**config.mk**
```make
export PLATFORM = sky130hd
export DESIGN_NAME = tdm_demux_1x2
export DESIGN_NICKNAME = d
export VERILOG_FILES = /design/src/rtl/tdm_demux_pkg.sv /design/src/rtl/tdm_demux_1x2_sat_counter.sv /design/src/rtl/tdm_demux_1x2.sv
export SDC_FILE = /design/constraint.sdc
export NUM_CORES = 1
export LEC_CHECK = 0
export BUFFER_PORTS_ARGS = -buffer_cell sky130_fd_sc_hd__buf_2
export CAP_MARGIN = 20
export CORE_AREA = 2 2 39 41
export CTS_BUF_LIST = sky130_fd_sc_hd__clkbuf_8
export DETAILED_ROUTE_END_ITERATION = 7
export DIE_AREA = 0 0 41 43
export PLACE_DENSITY = 0.61
export SKIP_CTS_REPAIR_TIMING = 1
export SYNTH_ARGS = -nofsm -noshare
export SYNTH_HDL_FRONTEND = slang
export SYNTH_SLANG_ARGS = --single-unit
```
**constraint.sdc**
```tcl
create_clock -name clock -period 4.2 [get_ports clock]
set_input_delay 0.21 -clock clock [delete_from_list [all_inputs] [get_ports clock]]
set_output_delay 0.21 -clock clock [all_outputs]
set_load 0.01 [all_outputs]
```
**src/rtl/tdm_demux_pkg.sv**
```systemverilog
// Shared encodings for the 1x2 TDM demultiplexer: FSM state and slot identifiers.
package tdm_demux_pkg;

   typedef enum logic {
      WAIT_A = 1'b0,
      WAIT_B = 1'b1
   } state_e;

   localparam logic SLOT_A = 1'b0;
   localparam logic SLOT_B = 1'b1;

endpackage

```
**src/rtl/tdm_demux_1x2_sat_counter.sv**
```systemverilog
// Up-counter that sticks at all-ones instead of wrapping.
module sat_counter #(
   parameter int W = 4
) (
   input  logic         clock,
   input  logic         reset,
   input  logic         inc,
   output logic [W-1:0] count
);

   logic [W-1:0] count_q;
   logic [W-1:0] count_d;

   always_comb begin
      count_d = count_q;
      if (inc && (count_q != '1)) begin
         count_d = count_q + 1'b1;
      end
   end

   // NOTE: clocked state uses non-blocking assignments so every register samples pre-edge values.
   always_ff @(posedge clock or posedge reset) begin
      if (reset) begin
         count_q <= '0;
      end else begin
         count_q <= count_d;
      end
   end

   assign count = count_q;

endmodule

```
**src/rtl/tdm_demux_1x2.sv**
```systemverilog
// Rebuilds alternating A/B samples from one TDM lane into a registered channel pair,
// with framing-error detection and a saturating error count.
module tdm_demux_1x2
   import tdm_demux_pkg::*;
#(
   parameter int WIDTH = 1,
   parameter int ERR_W = 4
) (
   input  logic             clock,
   input  logic             reset,
   input  logic [WIDTH-1:0] m_in,
   input  logic             in_valid,
   input  logic             sync,
   output logic [WIDTH-1:0] A_out,
   output logic [WIDTH-1:0] B_out,
   output logic             pair_valid,
   output logic             select_exp,
   output logic             locked,
   output logic             frame_err,
   output logic [ERR_W-1:0] err_count
);

   state_e           state_q;
   logic [WIDTH-1:0] a_hold_q;
   logic [WIDTH-1:0] a_out_q;
   logic [WIDTH-1:0] b_out_q;
   logic             pair_valid_q;
   logic             frame_err_q;
   logic             locked_q;
   logic             err_inc;

   // A B sample while waiting for A, or a second A while waiting for B, breaks the frame.
   assign err_inc = in_valid && (((state_q == WAIT_A) && !sync) ||
                                 ((state_q == WAIT_B) &&  sync));

   always_ff @(posedge clock or posedge reset) begin
      if (reset) begin
         state_q      <= WAIT_A;
         a_hold_q     <= '0;
         a_out_q      <= '0;
         b_out_q      <= '0;
         pair_valid_q <= 1'b0;
         frame_err_q  <= 1'b0;
         locked_q     <= 1'b0;
      end else begin
         pair_valid_q <= 1'b0;
         frame_err_q  <= 1'b0;
         if (in_valid) begin
            case (state_q)
               WAIT_A: begin
                  if (sync) begin
                     a_hold_q <= m_in;
                     state_q  <= WAIT_B;
                  end else begin
                     frame_err_q <= 1'b1;
                     locked_q    <= 1'b0;
                  end
               end
               WAIT_B: begin
                  if (!sync) begin
                     a_out_q      <= a_hold_q;
                     b_out_q      <= m_in;
                     pair_valid_q <= 1'b1;
                     locked_q     <= 1'b1;
                     state_q      <= WAIT_A;
                  end else begin
                     // Repeated A restarts the frame around the newest A sample.
                     a_hold_q    <= m_in;
                     frame_err_q <= 1'b1;
                     locked_q    <= 1'b0;
                  end
               end
               default: state_q <= WAIT_A;
            endcase
         end
      end
   end

   sat_counter #(
      .W (ERR_W)
   ) u_err_cnt (
      .clock (clock),
      .reset (reset),
      .inc   (err_inc),
      .count (err_count)
   );

   assign select_exp = (state_q == WAIT_B) ? SLOT_B : SLOT_A;
   assign A_out      = a_out_q;
   assign B_out      = b_out_q;
   assign pair_valid = pair_valid_q;
   assign frame_err  = frame_err_q;
   assign locked     = locked_q;

endmodule

```
Word level (Yosys, flattened, before mapping)
Cells that the tools add are included.
{ "classes": {"mux": 10, "add_sub_neg": 1, "n_reduce_logical": 9, "n_bitwise": 2, "eq_ne": 2} }
{ "ops": {"columns": ["operator", "n"], "rows": [
  ["2-to-1 mux 1 bit", 8],
  ["adder 4 x 1 -> 4 bit (second input constant)", 1],
  ["logical AND 1 bit", 4],
  ["inequality test 4 bit (second input constant)", 1],
  ["one-hot mux 1 bit (2 select lines)", 2],
  ["AND reduction 2 bit", 2],
  ["AND reduction 3 bit", 1],
  ["inequality test 2 bit (second input constant)", 1],
  ["inverter 1 bit", 2],
  ["logical NOT 1 bit", 1],
  ["logical OR 1 bit", 1]
]} }
{ "totals": {"reg_bits": 11, "in_bits": 5, "out_inout_bits": 10, "elab_cells": 32} }

Logic depth before layout (Yosys ltp)
{ "logic_depth": {"word_depth": 5, "depth_mapped": 6, "ltp_nobuf": 6} }

By module
Synthesis repeated with hierarchy kept, for this count alone.
{ "unflattened": {"hier_cells": 43, "area_unflattened_um2": 505.5} }
{ "by_module_without_submodules": {"columns": ["mod", "n_inst", "seq_area_each_um2", "area_per_inst_um2", "cells_per_inst"], "rows": [
  ["tdm_demux_1x2", 1, 175.2, 291.5, 22],
  ["sat_counter", 1, 100.1, 214.0, 21]
]} }

Worst setup path after synthesis
Ideal clock, no wire load.
{ "synth_timing": {"kind": "register to register", "start": "register state_q", "end": "register u_err_cnt.count_q[1], in the netlist u_err_cnt.count[1]", "path_slack_ns": 2.760, "n_path_buf": 0, "stages_incl_launch_ff": 5, "synth_period_minus_slack_ns": 1.440, "required_time_ns": 4.072, "setup_time_ns": 0.128, "arrival_ns": 1.313, "path_cell_list": "dfrtp_1 ha_1 nand2_2 a31oi_1 mux2_1"} }
{ "synth_via": {"elab_chain_len": 5, "word_cells_on_any_way": 6, "cone_classes": "bitwise: 1; reduce/logical: 5"} }
{ "synth_lines": {"columns": ["element", "line_no", "rtl"], "rows": [
  ["from (decl)", "tdm_demux_1x2.sv:23", "state_e state_q;"],
  ["from (signal assigned)", "tdm_demux_1x2.sv:38", "state_q <= WAIT_A;"],
  ["from (signal assigned)", "tdm_demux_1x2.sv:53", "state_q <= WAIT_B;"],
  ["from (signal assigned)", "tdm_demux_1x2.sv:65", "state_q <= WAIT_A;"],
  ["inverter 1 bit", null, null],
  ["logical AND 1 bit", "tdm_demux_1x2.sv:33", "assign err_inc = in_valid && (((state_q == WAIT_A) && !sync) ||"],
  ["logical OR 1 bit *", "tdm_demux_1x2.sv:33", null],
  ["logical AND 1 bit *", "tdm_demux_1x2.sv:33", null],
  ["logical AND 1 bit *", "tdm_demux_1x2_sat_counter.sv:16", "if (inc && (count_q != '1)) begin"],
  ["to (signal assigned)", "tdm_demux_1x2_sat_counter.sv:26", "count_q <= count_d;"],
  ["to (decl)", "tdm_demux_1x2_sat_counter.sv:11", "logic [W-1:0] count_q;"]
]} }
Mark *: on every way between the ends. The rest lies on a longest branch, timed or not.
A chain may end at the register's enable or synchronous reset.

Worst setup path in the final report
Ends and elaborated chain as after synthesis.

==> flow_summary.toml <==
[run_status]
status = "complete, but fails checks"
violations = "hold timing"

[power]
vdd_drop_max_uv = 243.4
netSwitchingFraction_pct = 31.87
p_sw_uw = 117.6
pwr-share-comb_pct = 27.6
p_clk_share_pct = 28.2
p_int_uw = 251.4
leakagePower_uw = 0.0003177
powerDensity_mw_per_mm2 = 606.8
seqPwrFrac_pct = 44.2

[final_layout]
fin_area_um2 = 608.1
syn2layout_area_growth_pct = 28.57
final_nets = 65
drive_gt1_share_pct = 41.07
n_antenna_cell = 0

[place]
gp_congestion = 0.7135
hpwl_um = 576.9
dpl_cell_area_um2 = 563.0
port-buffer-count = 14

[detailed_routing]
drc = 0
routed_wl_um = 763
viasPerCell = 4.556
detail-route-antenna-nets = 0
wire_per_inst_um = 10.60
dr_total_vias = 328
detail_route.iter0.violations = 4
first_pass_iters = 2

[synth]
ys.flop_type = "dfrtp_1"
syn_nets = 46
synth.top_cells.by_area = "dfrtp_1, mux2_2, ha_1, mux2_1, inv_1"
yosys_register_bits = 11
syn_avg_cell_area_um2 = 12.45
ys_types = 18
synth_area_leader_cell = "dfrtp_1"
netlist_area_um2 = 473.0
syn_inst = 38
synth_edf_count = 0
async_reset_ff_share_pct = 100.0
synth_common_cells = "dfrtp_1, mux2_2, ha_1, inv_1"
yosysWarningCount = 0
yosysSeqAreaShare_pct = 58.20
yosys.area.top_type_share_pct = 58.20
synthMostInstantiatedCell = "dfrtp_1"

[worst_setup_path]
critPathMaxFanout = 4
reg2regPathDepth = 4
crit_required_ns = 4.32
r2r_slack_ns = 2.75
crit_path_end_kind = "flop"
worstSetupPathType = "flop to flop"
critPathLaunchType = "flop"
crit_arrival_ns = 1.57

[cts]
max-clock-path-buffers = 2
cts-root-buf = "clkbuf_8"
clk_pin_slew_ns = 0.05
htreeDepth = 1
clock_sinks = 11
cts_inserted_buffers = 3
worstSkewPairLatency_ns = 0.24
tritoncts = "built"

[timing]
fin_setup_tns_ns = 0
fmax_ghz = 0.6911
timing_max_transition_violations_final = 0
period_share_pct = 34.45
worst_pin_slew_ns = 0.4110
setup_viol = 0
hold_ws_ns = -0.04949
rsz0062_at_grt = "false"
hold_viol = 11
skew_ns = 0.001033
slew_headroom_pct = 72.57
finalCriticalPeriod_ns = 1.447

[global_routing]
grt_max_degree = 12
grt_antenna_before_repair = 0
grt_pass1_vias = 299
gr-total-overflow = 0
gr-usage-all-layers_pct = 10.58
grt_pass1_wl_um = 1179

[die]
initial_utilization_pct = 34.18
core_area_mm2 = 0.001384
io_pins = 15
floorplan.rows = 14
die_y_um = 43
die_w_um = 41
dieArea_mm2 = 0.001763

[job]
maxCapViolCount = 0

[hold_path]
min_path_type = "primary input to async pin"
==> worst paths after layout <==
| check | start | to |
|---|---|---|
| setup / recovery | state_q$_DFFE_PP0P_ | u_err_cnt.count[1]$_DFFE_PP0P_ |
| hold / removal | reset | a_hold_q$_DFFE_PP0P_ |
| setup reg to reg | state_q$_DFFE_PP0P_ | u_err_cnt.count[1]$_DFFE_PP0P_ |
| hold reg to reg | a_hold_q$_DFFE_PP0P_ | A_out$_DFFE_PP0P_ |
| max in group asynchronous | reset | frame_err$_DFF_PP0_ |
| min in group clock | m_in | B_out$_DFFE_PP0P_ |
==> metrics by stage <==
step                power, uW  hold slack [ns]  setup slack (ns)  util, %  instances
floorplan               224.0          0.06244             2.760        -         38
global placement        266.6           0.2152             2.779    40.69         68
detailed placement      268.5           0.2352             2.751    40.69         68
CTS                     375.3         -0.02600             2.735    43.94         72
global route            394.7         0.006497             2.640    43.94         72
finish                  369.0         -0.04949             2.753    43.94         72
==> state kept, by name (all words and copies together) (netlist names) <==
name and flops:
A_out 1, B_out 1, a_hold_q 1, frame_err 1, locked 1, pair_valid 1
state_q 1, u_err_cnt.count 4
==> worst max-delay path: stages, from the launching register on <==
cell and delay, ns:
dfrtp_1 0.40, ha_1 0.30, nand2_2 0.06, a31oi_1 0.22, mux2_1 0.35
==> final cells by class <==
class	count	area, um2
Inverter	4	15.01
Clock buffer	3	41.29
Clock inverter	1	3.754
Multi-Input combinational cell	23	182.7
Tap cell	16	20.02
Fill cell	131	775.7
Timing Repair Buffer	14	70.07
Sequential cell	11	275.3
==> kinds of logic after synthesis <==
family	count (synthesis)	share of synthesized area, %
mux	6	14.28
xor+xnor	1	1.852
simple gates	9	10.06
buf+inv	4	3.174
flops	11	58.20
fa+ha+maj	3	7.937
compound gates	4	4.497
==> layer usage <==
| layer | track usage (%) | up-vias | routed length [um] |
|---|---|---|---|
| li1 | - | 164 | - |
| met1 | 13.76 | 151 | 363 |
| met2 | 13.13 | 11 | 339 |
| met3 | 4.712 | 2 | 43 |
| met4 | 8.000 | 0 | 17 |
| met5 | 0 | - | 0 |
==> layout by cell type, fill, tap and decap left out <==
cell      synthesis  final
buf_2             0     14
dfrtp_1          11     11
mux2_2            4      4
inv_1             3      4
ha_1              3      3
clkbuf_8          0      3
mux2_1            2      2
nand2_1           2      2
a21oi_1           2      2
nand2_2           1      1
a31oi_1           1      1
nor2b_1           1      1
nand2b_1          1      1
inv_2             1      1
nand4_1           1      1
nand3_1           1      1
and2_1            1      1
o21ai_0           1      1
nor2_1            1      1
xor2_1            1      1
==> power groups by stage <==
stage	registers [uW]	clock network, uW	logic, uW
after floorplan	175	0	48.5
after global placement	165	0	102
after detailed placement	165	0	103
after CTS	163	108	105
after global routing	168	112	116
final	163	104	102
Note: power is estimated with default switching activity, not from simulation.
